File: config.mk
export PLATFORM = sky130hd
export DESIGN_NAME = fp32_addsub_pipe
export DESIGN_NICKNAME = d
export VERILOG_FILES = /design/src/rtl/fp32_pkg.sv /design/src/rtl/fp32_lzc.sv /design/src/rtl/fp32_addsub_pipe.sv
export SDC_FILE = /design/constraint.sdc
export NUM_CORES = 1
export LEC_CHECK = 0
export CORE_MARGIN = 2
export CORE_UTILIZATION = 40
export DETAILED_ROUTE_END_ITERATION = 8
export GPL_TIMING_DRIVEN = 0
export PLACE_DENSITY = 0.57
export SYNTH_ARGS = -nofsm -noshare
export SYNTH_HDL_FRONTEND = slang
export SYNTH_SLANG_ARGS = --single-unit
File: constraint.sdc
create_clock -name clk -period 13.9 [get_ports clk]
set_clock_uncertainty 0.15 [all_clocks]
set_input_delay 2.78 -clock clk [delete_from_list [all_inputs] [get_ports clk]]
set_output_delay 2.78 -clock clk [all_outputs]
set_load 0.02 [all_outputs]
File: src/rtl/fp32_pkg.sv
// Shared binary32 types, constants and helpers for the vector add/sub datapath.
package fp32_pkg;

  localparam logic [31:0] FP32_QNAN     = 32'h7FC00000;
  localparam logic [31:0] FP32_PINF     = 32'h7F800000;
  localparam int unsigned FP32_EXP_BIAS = 127;

  localparam int unsigned EXP_W   = 8;
  localparam int unsigned FRAC_W  = 23;
  localparam int unsigned ALIGN_W = 27;  // hidden + 23 frac + guard/round/sticky
  localparam int unsigned SUM_W   = 28;  // ALIGN_W plus carry-out
  localparam int unsigned LZC_W   = 5;
  localparam int unsigned NEXP_W  = 10;  // headroom for carry and rounding increments

  typedef struct packed {
    logic              sign;
    logic [EXP_W-1:0]  exp;
    logic [FRAC_W-1:0] mant;
  } fp32_t;

  typedef enum logic [1:0] {ZERO, NORM, INF, NAN} fp_class_e;

  // Unpacked, swapped and aligned operands.
  typedef struct packed {
    logic               spec;
    logic [31:0]        spec_val;
    logic               sx;
    logic               sy;
    logic               zsign;
    logic [EXP_W-1:0]   ex;
    logic [ALIGN_W-1:0] mx;
    logic [ALIGN_W-1:0] my;
  } s1_t;

  // Raw mantissa sum ahead of normalization.
  typedef struct packed {
    logic             spec;
    logic [31:0]      spec_val;
    logic             sign;
    logic             zsign;
    logic [EXP_W-1:0] ex;
    logic [SUM_W-1:0] sum;
  } s2_t;

  // Denormals classify as ZERO so they flush to signed zero.
  function automatic fp_class_e fp_classify(input fp32_t v);
    if (v.exp == 8'hFF) return (v.mant != '0) ? NAN : INF;
    if (v.exp == 8'h00) return ZERO;
    return NORM;
  endfunction

endpackage

File: src/rtl/fp32_lzc.sv
// Leading-zero counter over the 28-bit mantissa sum; all-zero input yields 28.
module fp32_lzc
  import fp32_pkg::*;
(
  input  logic [SUM_W-1:0] data,
  output logic [LZC_W-1:0] count
);

  // Highest set bit wins since later iterations overwrite earlier ones.
  always_comb begin
    count = LZC_W'(SUM_W);
    for (int i = 0; i < SUM_W; i++) begin
      if (data[i]) count = LZC_W'(SUM_W - 1 - i);
    end
  end

endmodule

File: src/rtl/fp32_addsub_pipe.sv
// Three-stage binary32 adder/subtractor (RNE, flush-to-zero) with a
// valid/ready handshake; back-pressure freezes every stage together.
module fp32_addsub_pipe
  import fp32_pkg::*;
(
  input  logic        clk,
  input  logic        rst,
  input  logic        in_valid,
  output logic        in_ready,
  input  logic [31:0] in_a,
  input  logic [31:0] in_b,
  input  logic        in_sub,
  output logic        out_valid,
  input  logic        out_ready,
  output logic [31:0] out_data
);

  logic adv;
  logic v1_q, v2_q;
  s1_t  s1_d, s1_q;
  s2_t  s2_d, s2_q;

  assign adv      = !out_valid | out_ready;
  assign in_ready = adv;

  // ---------------- S1: unpack, classify, swap, align ----------------
  fp32_t             a, b, x, y;
  fp_class_e         ca, cb;
  logic              swap;
  logic [EXP_W-1:0]  d;
  logic [23:0]       mx24, my24;
  logic [ALIGN_W-1:0] f, mask;

  always_comb begin
    a        = in_a;
    b        = in_b;
    b.sign   = in_b[31] ^ in_sub;
    ca       = fp_classify(a);
    cb       = fp_classify(b);
    if (ca == ZERO) begin
      a.exp  = '0;
      a.mant = '0;
    end
    if (cb == ZERO) begin
      b.exp  = '0;
      b.mant = '0;
    end
    swap     = {b.exp, b.mant} > {a.exp, a.mant};
    x        = swap ? b : a;
    y        = swap ? a : b;
    mx24     = {x.exp != '0, x.mant};
    my24     = {y.exp != '0, y.mant};
    d        = x.exp - y.exp;
    f        = {my24, 3'b000};
    mask     = '0;

    s1_d          = '0;
    s1_d.sx       = x.sign;
    s1_d.sy       = y.sign;
    s1_d.ex       = x.exp;
    s1_d.zsign    = (ca == ZERO) & (cb == ZERO) & a.sign & b.sign;
    s1_d.mx       = {mx24, 3'b000};
    if (d >= 8'd27) begin
      s1_d.my = {26'b0, |my24};
    end else begin
      mask    = (ALIGN_W'(1) << d[4:0]) - ALIGN_W'(1);
      s1_d.my = (f >> d[4:0]) | {26'b0, |(f & mask)};
    end

    // Specials bypass the arithmetic but ride the same pipe.
    if (ca == NAN || cb == NAN) begin
      s1_d.spec     = 1'b1;
      s1_d.spec_val = FP32_QNAN;
    end else if (ca == INF && cb == INF) begin
      s1_d.spec     = 1'b1;
      s1_d.spec_val = (a.sign != b.sign) ? FP32_QNAN : {a.sign, FP32_PINF[30:0]};
    end else if (ca == INF) begin
      s1_d.spec     = 1'b1;
      s1_d.spec_val = {a.sign, FP32_PINF[30:0]};
    end else if (cb == INF) begin
      s1_d.spec     = 1'b1;
      s1_d.spec_val = {b.sign, FP32_PINF[30:0]};
    end
  end

  // ---------------- S2: mantissa add / subtract ----------------
  always_comb begin
    s2_d          = '0;
    s2_d.spec     = s1_q.spec;
    s2_d.spec_val = s1_q.spec_val;
    s2_d.sign     = s1_q.sx;
    s2_d.zsign    = s1_q.zsign;
    s2_d.ex       = s1_q.ex;
    if (s1_q.sx ^ s1_q.sy) s2_d.sum = {1'b0, s1_q.mx} - {1'b0, s1_q.my};
    else                   s2_d.sum = {1'b0, s1_q.mx} + {1'b0, s1_q.my};
  end

  // ---------------- S3: normalize, round, pack ----------------
  logic [LZC_W-1:0]   lz;
  logic [NEXP_W-1:0]  e3, need, sh;
  logic [ALIGN_W-1:0] norm;
  logic               up;
  logic [24:0]        mant25;
  logic [FRAC_W-1:0]  frac;
  logic [31:0]        res_d;

  fp32_lzc u_lzc (
    .data  (s2_q.sum),
    .count (lz)
  );

  always_comb begin
    e3     = {2'b00, s2_q.ex};
    need   = NEXP_W'(lz) - NEXP_W'(1);
    sh     = '0;
    norm   = '0;
    frac   = '0;
    res_d  = '0;
    if (s2_q.sum[SUM_W-1]) begin
      norm = {s2_q.sum[27:2], |s2_q.sum[1:0]};
      e3   = e3 + NEXP_W'(1);
    end else begin
      // Cap the shift so the exponent never drops below 1.
      sh   = (need > e3 - NEXP_W'(1)) ? e3 - NEXP_W'(1) : need;
      norm = s2_q.sum[ALIGN_W-1:0] << sh;
      e3   = e3 - sh;
    end
    up     = norm[2] & (norm[1] | norm[0] | norm[3]);
    mant25 = {1'b0, norm[26:3]} + 25'(up);
    if (mant25[24]) begin
      e3   = e3 + NEXP_W'(1);
      frac = mant25[23:1];
    end else begin
      frac = mant25[22:0];
    end

    if (s2_q.spec)                res_d = s2_q.spec_val;
    else if (s2_q.sum == '0)      res_d = {s2_q.zsign, 31'h0};
    else if (!norm[ALIGN_W-1])    res_d = {s2_q.sign, 31'h0};
    else if (e3 >= NEXP_W'(255))  res_d = {s2_q.sign, FP32_PINF[30:0]};
    else if (e3 == '0)            res_d = {s2_q.sign, 31'h0};
    else                          res_d = {s2_q.sign, e3[7:0], frac};
  end

  // Pipeline registers; all stages move only on adv.
  always_ff @(posedge clk or posedge rst) begin
    if (rst) begin
      v1_q      <= 1'b0;
      v2_q      <= 1'b0;
      s1_q      <= '0;
      s2_q      <= '0;
      out_valid <= 1'b0;
      out_data  <= '0;
    end else if (adv) begin
      v1_q      <= in_valid;
      s1_q      <= s1_d;
      v2_q      <= v1_q;
      s2_q      <= s2_d;
      out_valid <= v2_q;
      if (v2_q) out_data <= res_d;
    end
  end

endmodule
# Word level (Yosys, flattened, before mapping)
# Index checks and enable logic that the tools add are counted.
[totals]
reg_bits = 201
input_bits = 69
[classes]
add_sub_neg = 10
mux = 65
bitwise = 11
eq_ne = 7
reduce_logical = 17
n_lt_le_gt_ge = 4
shift = 3
[ops]
columns = ["operator", "n"]
rows = [
  ["2-to-1 mux 32 bit", 5],
  ["2-to-1 mux 31 bit", 5],
  ["2-to-1 mux 33 bit", 4],
  ["2-to-1 mux 5 bit", 16],
  ["2-to-1 mux 27 bit", 2],
  ["nonzero test 23 bit", 2],
  ["2-to-1 mux 4 bit", 8],
  ["greater-than comparator 31 bit", 1],
  ["2-to-1 mux 10 bit", 3],
  ["adder 27 x 27 -> 28 bit", 1],
  ["logical NOT 28 bit", 1],
  ["2-to-1 mux 28 bit", 1],
  ["subtractor 27 x 27 -> 28 bit", 1],
  ["bitwise AND 27 bit", 1],
  ["OR 27 x 1 -> 27 bit", 1],
  ["OR reduction 27 bit", 1],
  ["left shift 1 x 5 -> 27 bit, first input constant", 1],
  ["left shift 27 x 10 -> 27 bit", 1],
  [">> shifter 27 x 5 -> 27 bit", 1],
  ["subtractor 27 x 2 -> 27 bit, second input constant", 1],
  ["adder 24 x 1 -> 25 bit", 1],
  ["OR reduction 24 bit", 1],
  ["2-to-1 mux 23 bit", 1],
  ["== test 8 bit, second input constant", 2],
  ["26 further kinds", 55],
]

# Logic depth before layout (Yosys ltp)
[logic_depth]
ltp_word = 44
ltp_mapped = 40

# Cells and area by module
# From an unflattened synthesis, not the netlist that was laid out.
[hier_totals]
hier_cells = 2367
area_unflattened_um2 = 16991.3
[modules_own_cells]
columns = ["module", "n_inst", "seq_area_each_um2", "area_each_um2", "cells_each"]
rows = [
  ["fp32_addsub_pipe", 1, 3528.4, 16654.7, 2307],
  ["fp32_lzc", 1, 0.0, 336.6, 60],
]

# Worst setup path before layout
# Ideal clock, no wire load.
[synth_timing]
path_kind = "in2reg"
from = "input in_b[30]"
to = "register s1_q[0] (netlist bit)"
stages = 25
slack_ns = 5.284
t_arrival_ns = 8.345
setup_ns = 0.121
n_path_buf = 3
cell_sequence = "nor4_1 nand2_1 clkbuf_1 nand2_1 inv_1 ha_1 a21o_1 a211oi_1 o22ai_1 o21a_1 o21ai_0 o311ai_1 o21ai_1 mux2i_1 inv_1 ha_1 clkbuf_1 clkinv_1 clkbuf_1 mux4_2 a21o_1 a211oi_1 a41oi_1 or4_1 a22o_1"
[synth_between]
elab_chain_cells = 16
[synth_lines]
columns = ["element", "line_no", "rtl"]
rows = [
  ["start: declaration", "fp32_addsub_pipe.sv:11", "input logic [31:0] in_b,"],
  ["logical NOT 8 bit", "fp32_pkg.sv:48", "if (v.exp == 8'h00) return ZERO;"],
  ["2-to-1 mux 1 bit (2 in a row)", "fp32_pkg.sv:48", ""],
  ["2-to-1 mux 2 bit", "fp32_pkg.sv:49", "return NORM;"],
  ["2-to-1 mux 2 bit", "fp32_pkg.sv:48", ""],
  ["logical NOT 2 bit", "fp32_addsub_pipe.sv:44", "if (cb == ZERO) begin"],
  ["2-to-1 mux 31 bit *", "fp32_addsub_pipe.sv:44", ""],
  ["greater-than comparator 31 bit", "fp32_addsub_pipe.sv:48", "swap = {b.exp, b.mant} > {a.exp, a.mant};"],
  ["2-to-1 mux 32 bit, on equally long branches", "fp32_addsub_pipe.sv:49, fp32_addsub_pipe.sv:50", ""],
  ["subtractor 8 bit", "fp32_addsub_pipe.sv:53", "d = x.exp - y.exp;"],
  ["left shift 1 x 5 -> 27 bit", "fp32_addsub_pipe.sv:66", "mask = (ALIGN_W'(1) << d[4:0]) - ALIGN_W'(1);"],
  ["subtractor 27 x 2 -> 27 bit", "fp32_addsub_pipe.sv:66", ""],
  ["bitwise AND 27 bit", "fp32_addsub_pipe.sv:67", "s1_d.my = (f >> d[4:0]) | {26'b0, |(f & mask)};"],
  ["OR reduction 27 bit", "fp32_addsub_pipe.sv:67", ""],
  ["OR 27 x 1 -> 27 bit", "fp32_addsub_pipe.sv:67", ""],
  ["2-to-1 mux 27 bit *", "fp32_addsub_pipe.sv:63", "if (d >= 8'd27) begin"],
  ["end signal: assignment", "fp32_addsub_pipe.sv:150", "s1_q <= '0;"],
  ["end signal: assignment", "fp32_addsub_pipe.sv:156", "s1_q <= s1_d;"],
  ["end: declaration", "fp32_addsub_pipe.sv:20", "s1_t s1_d, s1_q;"],
]
# Every way passes the cells marked *; elsewhere a longest branch is shown, timed or not. The select of a mux whose other input is x is not followed.
# A chain may end at the register's enable or synchronous reset.

# Worst setup path in the final report
[layout_timing]
from = "input in_b[29]"
to = "register s1_q[14] (netlist bit)"
[layout_between]
elab_chain_cells = 13
[layout_lines]
columns = ["element", "line_no"]
rows = [
  ["logical NOT 8 bit", "fp32_pkg.sv:48"],
  ["2-to-1 mux 1 bit (2 in a row)", "fp32_pkg.sv:48"],
  ["2-to-1 mux 2 bit", "fp32_pkg.sv:49"],
  ["2-to-1 mux 2 bit", "fp32_pkg.sv:48"],
  ["logical NOT 2 bit", "fp32_addsub_pipe.sv:44"],
  ["2-to-1 mux 31 bit *", "fp32_addsub_pipe.sv:44"],
  ["greater-than comparator 31 bit", "fp32_addsub_pipe.sv:48"],
  ["2-to-1 mux 32 bit, on equally long branches", "fp32_addsub_pipe.sv:49, fp32_addsub_pipe.sv:50"],
  ["subtractor 8 bit or nonzero test 8 bit (tied branches)", "fp32_addsub_pipe.sv:53, fp32_addsub_pipe.sv:52"],
  [">> shifter 27 x 5 -> 27 bit", "fp32_addsub_pipe.sv:67"],
  ["OR 27 x 1 -> 27 bit", "fp32_addsub_pipe.sv:67"],
  ["2-to-1 mux 27 bit *", "fp32_addsub_pipe.sv:63"],
]
# Marked as above.

==> impl_metrics.ini <==
[logic_synthesis]
synth-edff-count = 0
synth.distinct_cells = 109
synth_top_cell_by_area = dfrtp_1
synth_nets = 2315
yosys-top-cells-area = dfrtp_1 (22%), ha_1 (8.1%), nand2_1 (7.0%), a21oi_1 (4.9%), nor2_1 (4.7%)
synth_top_area_frac = 0.2196
synth.most_common_cell = nand2_1
synthArstFlopShare = 1.000
synthCells = 2140
syn_area_um2 = 16070
yosysWarnings = 0
syn_area_per_cell_um2 = 7.509
ys_ff_latch = 141
synthFlopType = dfrtp_1
synth_commonest_cells = nand2_1 (299), nor2_1 (203), a21oi_1 (156)
seq_area_frac_synth = 0.2196

[timing]
finalWorstSetupSlack_ns = 2.992
setup_viol = 0
final.period_utilization = 0.7847
slew_violations = 0
worst_pin_slew_ns = 1.280
hold_violations = 0
fmax_ghz = 0.09168
slew_headroom = 0.1406
tns_ns = 0
period_minus_slack_ns = 10.91
rsz0062_at_grt = no

[global_routing]
track_usage = 0.3084
antenna_found_initial = 0
grt_max_degree = 97
grt_overflow = 0
grt_first_pass_wirelength_um = 98170
grt_pass1_vias = 16340

[route]
drt_iter0_drc = 1644
drc_errors = 0
wl_per_cell_um = 22.86
vias = 17230
drt_wl_total_um = 64020
via_per_inst = 6.155
drt_first_pass_iters = 5
ant_nets = 0

[die]
die_y_um = 204.4
dieArea_um2 = 41790
die_x_um = 204.4
start_util = 0.4044
num_rows = 73
design.core.area_um2 = 39730
io_pins = 103

[worst_setup_path]
cp_common_cell = o21ai_0
reg2regPathDepth = 29
arrival_ns = 11.05
endpoint_kind = register
crit_type = in2reg
crit_buf_inv = 8
cpMaxStageDelayCell = o21ai_1
crit_family = compound AO/OA/AOI/OAI gates
max_stage_delay_ns = 0.87
crit_cells = 28
startpoint_type = input pin
path_max_fanout = 10
cp.required_ns = 14.04

[final_layout]
area_delta_synth_final_pct = 14.31
drive_above_1_share = 0.06989
nets = 2437
antenna_cells = 0

[run_status]
run_status = finished clean

[cts]
post_cts_buffers = 0
numCtsBuffers = 17
cts_tree = done
cts.sinks = 141
htree_num_levels = 4
insertion_delay_ns = 0.46
cts_root_buffer = clkbuf_16
path_clk_slew_ns = 0.06
hold_buffers = 0
clk_path_buf_depth = 2
cts_resized = 0

[hold_path]
whs_path_depth = 2
hp-class = reg2reg

[placed_design]
io_buffers = 102
place_ws_ns = 2.705
dp_hpwl_um = 51460
globalplace.congestion = 0.9789

[job]
cap_violations = 0
[worst reg2reg max path, delay by kind of cell (launching register included)]
| family | cells | cell delay [ns] |
|---|---|---|
| buffers and inverters | 12 | 4.31 |
| AO/OA/AOI/OAI | 7 | 2.64 |
| AND/OR/NAND/NOR | 7 | 1.96 |
| adder cells (fa/ha/maj) | 2 | 0.51 |
| flip-flops | 1 | 0.48 |
| multiplexers | 1 | 0.18 |
[worst paths after layout]
check                                     start                       end  slack, ns
min                        s2_q[69]$_DFFE_PP0N_      s2_q[69]$_DFFE_PP0N_       0.32
min reg2reg                s2_q[69]$_DFFE_PP0N_      s2_q[69]$_DFFE_PP0N_       0.32
min in group asynchronous                   rst  out_data[31]$_DFFE_PP0P_       2.57
max                                    in_b[29]      s1_q[14]$_DFFE_PP0N_       2.99
max reg2reg                s2_q[27]$_DFFE_PP0N_   out_data[2]$_DFFE_PP0P_       3.59
max in group asynchronous                   rst      s1_q[14]$_DFFE_PP0N_      10.16
[layout make-up]
type                            instances  area [um2]
Fill cell                            4118       21360
Multi-Input combinational cell       1719       11370
Sequential cell                       141        3528
Timing Repair Buffer                  103        1049
Buffer                                158       713.2
Tap cell                              525       656.9
Inverter                              122       466.7
Clock buffer                           19       452.9
Clock inverter                         13       136.4
[stage by stage]
| step | utilization | cells | area (um2) | hold slack [ns] |
|---|---|---|---|---|
| 6_report | 0.4623 | 2800 | 18370 | 0.3212 |
| 2_1_floorplan | - | 2140 | 16070 | 0.2880 |
| 3_5_place_dp | 0.4475 | 2768 | 17780 | 0.3098 |
| 4_1_cts | 0.4623 | 2800 | 18370 | 0.3245 |
| 3_3_place_gp | 0.4467 | 2767 | 17750 | 0.3016 |
| 5_1_grt | 0.4623 | 2800 | 18370 | 0.3519 |
[cells by family (layout without fill, tap and decap cells)]
logic type / Yosys count / in the layout / synth area share
simple gates: 805 / 805 / 0.2344
flops: 141 / 141 / 0.2196
buf+inv: 280 / 415 / 0.07311
fa+ha+maj: 106 / 106 / 0.08347
mux: 105 / 105 / 0.07934
compound gates: 622 / 622 / 0.2650
xor+xnor: 81 / 81 / 0.04508
[flip-flops by register name, summed over array words and instances, names as in the netlist]
signal,cells
out_data,32
out_valid,1
s1_q,65
s2_q,41
v1_q,1
v2_q,1
[layer usage]
metal	vias up	GRT usage	part of all wire
li1	8028	-	-
met1	8334	0.4427	0.46
met2	761	0.4758	0.44
met3	111	0.04145	0.070
met4	0	0.1009	0.029
met5	-	0	0
[placed cells by master, fill, tap and decap left out, types with 17 or more instances in the layout]
cell type        netlist  layout
clkbuf_16              0      17
buf_2                 27      27
dfrtp_1              141     141
a32o_1                20      20
a21o_1                27      27
ha_1                 104     104
clkdlybuf4s50_1        0     102
nor3_1                55      55
xnor2_1               50      50
nand3_1               46      46
nor2_1               203     203
inv_1                114     113
a211oi_1              42      42
a21oi_1              156     156
o22ai_1               18      18
a311oi_1              21      21
mux2i_1               73      73
o21ai_0              127     127
clkbuf_1             103     103
and2_1                18      18
xor2_1                29      29
nand2_1              299     299
nor4_1                32      32
and3_1                18      18
nand2b_1              38      38
nand4_1               24      24
Power is left out: the tool's default activity adds up to more than one toggle a clock period on the data nets, which glitch-free logic cannot reach.
